[src/rtl/dpwm_pkg.sv]
// ----------------------------------------------------------------------------
// dpwm_pkg -- shared definitions for the digital PWM generator.
//   DUTY_W          width of duty / period counter values
//   PERIOD_DEFAULT  default PWM period in ticks
//   dt_state_e      dead-time FSM state encoding (used with DPWM_DEADTIME_EN)
//   saturate_duty   clamps a requested duty to the period length
// ----------------------------------------------------------------------------
package dpwm_pkg;

  localparam int DUTY_W         = 10;
  localparam int PERIOD_DEFAULT = 1000;

  typedef enum logic [2:0] {
    DT_OFF,
    DT_HIGH_ON,
    DT_DEAD_HL,
    DT_LOW_ON,
    DT_DEAD_LH
  } dt_state_e;

  function automatic logic [DUTY_W-1:0] saturate_duty(input logic [DUTY_W-1:0] value,
                                                      input logic [DUTY_W-1:0] limit);
    return (value > limit) ? limit : value;
  endfunction

endpackage

[src/rtl/dpwm_prescaler.sv]
// ----------------------------------------------------------------------------
// dpwm_prescaler -- divides clk down to the PWM tick rate.
//   clk    system clock
//   reset  asynchronous, active-high reset
//   tick   high for one clk every DIV clks (while the count sits at DIV-1)
// ----------------------------------------------------------------------------
module dpwm_prescaler #(
  parameter int DIV = 50
) (
  input  logic clk,
  input  logic reset,
  output logic tick
);

  // DIV = 1 still needs a one-bit counter; it simply stays at zero.
  localparam int            CW   = (DIV > 1) ? $clog2(DIV) : 1;
  localparam logic [CW-1:0] LAST = CW'(DIV - 1);

  logic [CW-1:0] count;

  // NOTE: clocked state is written with non-blocking assignments so every
  // register samples the pre-edge values of the others.
  always_ff @(posedge clk or posedge reset) begin
    if (reset) begin
      count <= '0;
    end else if (tick) begin
      count <= '0;
    end else begin
      count <= count + 1'b1;
    end
  end

  assign tick = (count == LAST);

endmodule

[src/rtl/dpwm_generator.sv]
// ----------------------------------------------------------------------------
// dpwm_generator -- counter-compare PWM with a per-period shadow duty register
// and optional complementary output with dead time.
//   clk           system clock
//   reset         asynchronous, active-high reset
//   duty          requested duty in ticks (saturated to PERIOD)
//   pwm_out       registered PWM waveform
//   pwm_n         complementary waveform with dead time (DPWM_DEADTIME_EN only)
//   period_start  one-clk pulse on the first clk of each period
//   duty_applied  shadow duty in force for the current period
// Build option: define DPWM_DEADTIME_EN to add pwm_n and the dead-time FSM.
// ----------------------------------------------------------------------------
module dpwm_generator
  import dpwm_pkg::*;
#(
  parameter int PERIOD   = PERIOD_DEFAULT,
  parameter int DIV      = 50,
  parameter int DEADTIME = 4
) (
  input  logic              clk,
  input  logic              reset,
  input  logic [DUTY_W-1:0] duty,
  output logic              pwm_out,
`ifdef DPWM_DEADTIME_EN
  output logic              pwm_n,
`endif
  output logic              period_start,
  output logic [DUTY_W-1:0] duty_applied
);

  localparam logic [DUTY_W-1:0] CNT_LAST = DUTY_W'(PERIOD - 1);
  localparam logic [DUTY_W-1:0] DUTY_MAX = DUTY_W'(PERIOD);

  logic              tick;
  logic              wrap;
  logic [DUTY_W-1:0] cnt;
  logic [DUTY_W-1:0] shadow;
  logic              pwm_raw;

  dpwm_prescaler #(.DIV(DIV)) u_prescaler (
    .clk   (clk),
    .reset (reset),
    .tick  (tick)
  );

  assign wrap = tick && (cnt == CNT_LAST);

  // The shadow only loads at the wrap, so a duty change mid-period waits for
  // the next period; pwm_raw compares the pre-edge cnt/shadow pair, which keeps
  // the whole period window consistent even when shadow changes at the wrap.
  always_ff @(posedge clk or posedge reset) begin
    if (reset) begin
      cnt          <= '0;
      shadow       <= '0;
      period_start <= 1'b0;
      pwm_raw      <= 1'b0;
    end else begin
      period_start <= wrap;
      pwm_raw      <= (cnt < shadow);
      if (tick) begin
        cnt <= wrap ? '0 : cnt + 1'b1;
      end
      if (wrap) begin
        shadow <= saturate_duty(duty, DUTY_MAX);
      end
    end
  end

  assign duty_applied = shadow;

`ifdef DPWM_DEADTIME_EN
  localparam int            DW        = $clog2(DEADTIME + 1);
  localparam logic [DW-1:0] DEAD_LAST = DW'(DEADTIME - 1);

  dt_state_e     state;
  logic [DW-1:0] dead_cnt;

  // Outputs only go high when leaving a dead state, and both are already low
  // inside dead states, so the pair can never be high together. A reversal of
  // pwm_raw inside a dead interval restarts the interval toward the new level.
  always_ff @(posedge clk or posedge reset) begin
    if (reset) begin
      state    <= DT_OFF;
      dead_cnt <= '0;
      pwm_out  <= 1'b0;
      pwm_n    <= 1'b0;
    end else begin
      case (state)
        DT_OFF: begin
          state   <= DT_LOW_ON;
          pwm_out <= 1'b0;
          pwm_n   <= 1'b1;
        end
        DT_LOW_ON: begin
          if (pwm_raw) begin
            state    <= DT_DEAD_LH;
            dead_cnt <= '0;
            pwm_n    <= 1'b0;
          end
        end
        DT_HIGH_ON: begin
          if (!pwm_raw) begin
            state    <= DT_DEAD_HL;
            dead_cnt <= '0;
            pwm_out  <= 1'b0;
          end
        end
        DT_DEAD_LH: begin
          if (!pwm_raw) begin
            state    <= DT_DEAD_HL;
            dead_cnt <= '0;
          end else if (dead_cnt == DEAD_LAST) begin
            state   <= DT_HIGH_ON;
            pwm_out <= 1'b1;
          end else begin
            dead_cnt <= dead_cnt + 1'b1;
          end
        end
        DT_DEAD_HL: begin
          if (pwm_raw) begin
            state    <= DT_DEAD_LH;
            dead_cnt <= '0;
          end else if (dead_cnt == DEAD_LAST) begin
            state <= DT_LOW_ON;
            pwm_n <= 1'b1;
          end else begin
            dead_cnt <= dead_cnt + 1'b1;
          end
        end
        default: begin
          state   <= DT_OFF;
          pwm_out <= 1'b0;
          pwm_n   <= 1'b0;
        end
      endcase
    end
  end
`else
  assign pwm_out = pwm_raw;
`endif

endmodule

[config.mk]
export PLATFORM = sky130hd
export DESIGN_NAME = dpwm_generator
export DESIGN_NICKNAME = d
export VERILOG_FILES = /design/src/rtl/dpwm_pkg.sv /design/src/rtl/dpwm_prescaler.sv /design/src/rtl/dpwm_generator.sv
export SDC_FILE = /design/constraint.sdc
export NUM_CORES = 1
export LEC_CHECK = 0
export CORE_UTILIZATION = 36
export DETAILED_ROUTE_END_ITERATION = 8
export PLACE_DENSITY = 0.56
export RECOVER_POWER = 25
export SLEW_MARGIN = 30
export SYNTH_ARGS = -nofsm -noshare
export SYNTH_HDL_FRONTEND = slang
export SYNTH_SLANG_ARGS = --single-unit
[constraint.sdc]
create_clock -name clk -period 3 [get_ports clk]
set_input_delay 0.75 -clock clk [delete_from_list [all_inputs] [get_ports clk]]
set_output_delay 0.75 -clock clk [all_outputs]
set_load 0.02 [all_outputs]
==> load_flow_metrics.sql <==
INSERT INTO impl_metrics (metric_group, metric, value, unit) VALUES
('cts', 'clk_root_buffer_cell', 'sky130_fd_sc_hd__clkbuf_8', ''),
('sta', 'final-setup-viol-count', '0', ''),
('cts', 'htree_num_levels', '1', ''),
('outcome', 'outcome', 'finished, violations left', ''),
('die', 'floorplan.core_area', '3800', 'um^2'),
('power_and_ir_drop', 'worst_ir_drop_vdd', '0.174', 'mV'),
('placed_design', 'place.port_buffers', '23', ''),
('detailed_routing', 'drt_wl_total', '2820', 'um'),
('detailed_routing', 'detailed_route_wire_length_per_cell', '13.3', 'um'),
('detailed_routing', 'post_drt_via_cell_ratio', '4.88', ''),
('setup_path', 'cp_data_required_time', '3130', 'ps'),
('cells_and_area', 'insertedDiodeCount', '0', ''),
('die', 'die_w', '65.9', 'um'),
('detailed_routing', 'drt.antenna.violating_nets', '0', ''),
('setup_path', 'crit-reg2reg-launch', 'u_prescaler.count[1]$_DFF_PP0_', ''),
('placed_design', 'place_congestion', '0.750', ''),
('power_and_ir_drop', 'power.density', '390', 'nW/um^2'),
('sta', 'max-slew-margin-rel', '-0.0178', ''),
('cells_and_area', 'final_core_utilization', '0.476', ''),
('sta', 'timing.final.crit_period', '2180', 'ps'),
('yosys', 'synth_fa_ha_area_frac', '0.102', ''),
('global_route', 'grt_overflow', '0', ''),
('die', 'std_cell_rows', '22', ''),
('setup_path', 'worst-path-max-fanout', '28', ''),
('cts', 'clock_sink_count', '28', ''),
('cells_and_area', 'area_growth_from_synthesis_to_layout', '23.0', '%'),
('cells_and_area', 'fin_nets', '189', ''),
('job', 'maxCapViolCount', '1', ''),
('setup_path', 'critPathMaxStageDelay', '1100', 'ps'),
('yosys', 'proportion_of_synthesized_chip_area_in_sequential_cells', '0.477', ''),
('setup_path', 'worst_path_max_delay_cell', 'sky130_fd_sc_hd__clkbuf_1', ''),
('cts', 'tritoncts', 'built', ''),
('yosys', 'dominant_combinational_cell_family_by_area_after_synthesis', 'simple AND/OR/NAND/NOR gates', ''),
('setup_path', 'worst_ep_arrival_time', '2310', 'ps'),
('yosys', 'synth.cell_area', '1470', 'um^2'),
('global_route', 'grt_pass1_wl', '4810', 'um'),
('yosys', 'synthesized_flop_and_latch_total', '28', ''),
('sta', 'maxClockFrequency', '459', 'MHz'),
('yosys', 'synthesis.instances', '139', ''),
('yosys', 'syn_nets', '163', ''),
('global_route', 'grt_pass1_vias', '1022', ''),
('yosys', 'synth_xor_area_frac', '0.0537', ''),
('detailed_routing', 'detail_route.iter0.violations', '34', ''),
('sta', 'hold_slack', '490', 'ps'),
('cells_and_area', 'most_common_cell_after_layout_fill_and_taps_aside', 'sky130_fd_sc_hd__dfrtp_1', ''),
('detailed_routing', 'via_count', '1034', ''),
('global_route', 'largest_net_degree_at_the_start_of_global_routing', '29', ''),
('min_path', 'timing.hold.worst.class', 'flip-flop to flip-flop', ''),
('cells_and_area', 'layout_common_cells', 'sky130_fd_sc_hd__dfrtp_1 (28), sky130_fd_sc_hd__clkdlybuf4s50_1 (23), sky130_fd_sc_hd__nand2_1 (14)', ''),
('yosys', 'synth_mux_area_frac', '0.0204', ''),
('cts', 'cts_repair_resize_count', '0', ''),
('yosys', 'synth_compound_area_frac', '0.0954', ''),
('die', 'die-area', '4340', 'um^2'),
('die', 'die_h', '65.9', 'um'),
('global_route', 'grt_antenna_before_repair', '0', ''),
('outcome', 'failed_checks', 'capacitance limit, slew limit', ''),
('setup_path', 'cp-startpoint', 'reset', ''),
('placed_design', 'post-dp-hpwl', '2070', 'um'),
('global_route', 'grt_util_all_layers', '0.146', ''),
('placed_design', 'cell_area_after_placement', '1740', 'um^2'),
('sta', 'grt_setup_unrepaired', 'false', ''),
('setup_path', 'setup.worst_path.end_class', 'asynchronous set/reset pin', ''),
('cts', 'worst_skew_pair_later_pin_latency', '280', 'ps'),
('sta', 'finalMaxSlewViolations', '29', ''),
('cts', 'holdBufCountCts', '0', ''),
('yosys', 'simple_gate_share_of_the_synthesized_area', '0.191', ''),
('yosys', 'post_synth.cell_area_avg', '10.6', 'um^2'),
('detailed_routing', 'drc', '0', ''),
('detailed_routing', 'first_pass_iters', '4', ''),
('sta', 'fin_crit_sh', '0.727', ''),
('setup_path', 'cell_chain_of_the_critical_path', 'clkdlybuf4s50_1, inv_1, clkbuf_1', '');
## routing by layer
layer | wire length [um] | up-vias | global-route usage | part of all wire
met5 | 0 | - | 0 | 0
met4 | 19 | 0 | 0.0489 | 0.0067
met3 | 73 | 2 | 0.0207 | 0.026
met2 | 1250 | 15 | 0.224 | 0.44
met1 | 1480 | 487 | 0.208 | 0.52
li1 | - | 530 | - | -
## where the power goes
group	leakage, nW	internal (mW)	switching, mW	total (mW)
sequential	0.336	0.377	0	0.377
clock	0.0357	0.179	0.122	0.301
combinational	0.482	0.0138	0.0120	0.0259
## cell usage after synthesis, drive strengths merged
master | count | share of area
nand2b | 2 | 0.014
or2 | 1 | 0.0043
o221ai | 1 | 0.0060
nor2 | 12 | 0.031
xnor2 | 6 | 0.036
mux2i | 3 | 0.020
a22o | 3 | 0.018
nor4b | 1 | 0.0060
and4 | 1 | 0.0060
and3 | 3 | 0.013
buf | 3 | 0.019
a21o | 3 | 0.015
nand2 | 14 | 0.036
nand4bb | 1 | 0.0077
a221oi | 1 | 0.0060
o21ai | 7 | 0.024
clkinv | 1 | 0.011
or4 | 1 | 0.0051
xor2 | 3 | 0.018
nor2b | 1 | 0.0043
inv | 12 | 0.031
nand4 | 3 | 0.013
ha | 12 | 0.10
nor4 | 2 | 0.0085
nand4b | 1 | 0.016
a41oi | 1 | 0.0060
dfrtp | 28 | 0.48
nor3 | 2 | 0.0068
nand3 | 6 | 0.020
a21oi | 3 | 0.010
o21a | 1 | 0.010
## final timing paths
kind | cells after the start | slack, ps | to
max | 3 | 820 | u_prescaler.count[4]$_DFF_PP0_
min | 1 | 490 | u_prescaler.count[0]$_DFF_PP0_
max reg2reg | 7 | 880 | duty_applied[0]$_DFFE_PP0P_
min reg2reg | 1 | 490 | u_prescaler.count[0]$_DFF_PP0_
max in group clk | 7 | 880 | duty_applied[0]$_DFFE_PP0P_
min in group asynchronous | 3 | 1290 | duty_applied[4]$_DFFE_PP0P_
## area by class of cell
cell class              count  area, um^2  area share
inverters                  13        61.3      0.0339
multi-input cells          95         679       0.376
clock inverters             1        30.0      0.0166
clock buffers               3        41.3      0.0229
repair buffers             24         234       0.130
flip-flops and latches     28         701       0.388
well taps                  48        60.1      0.0332
## critical path, delay by kind of cell
kind | cells | cell delay [ps]
buffers and inverters | 3 | 1550
## per-stage QoR
step	power (mW)	setup slack (ps)	std cells
floorplan	0.392	1210	139
global placement	0.411	925	208
detailed placement	0.412	883	208
CTS	0.710	862	212
global route	0.726	481	212
finish	0.704	820	212
## state kept, by name, summed over array words and instances (netlist names)
register and flops:
pwm_out 1, duty_applied 10, u_prescaler.count 6, period_start 1, cnt 10
## cells by family after synthesis
group | count (synthesis)
AOI/OAI and AO/OA | 20
xor gates and xnor gates | 9
adders and majority gates | 12
buffers and inverters | 16
DFF | 28
muxes | 3
and+or+nand+nor | 51
Note: power is estimated with default switching activity, not from simulation.
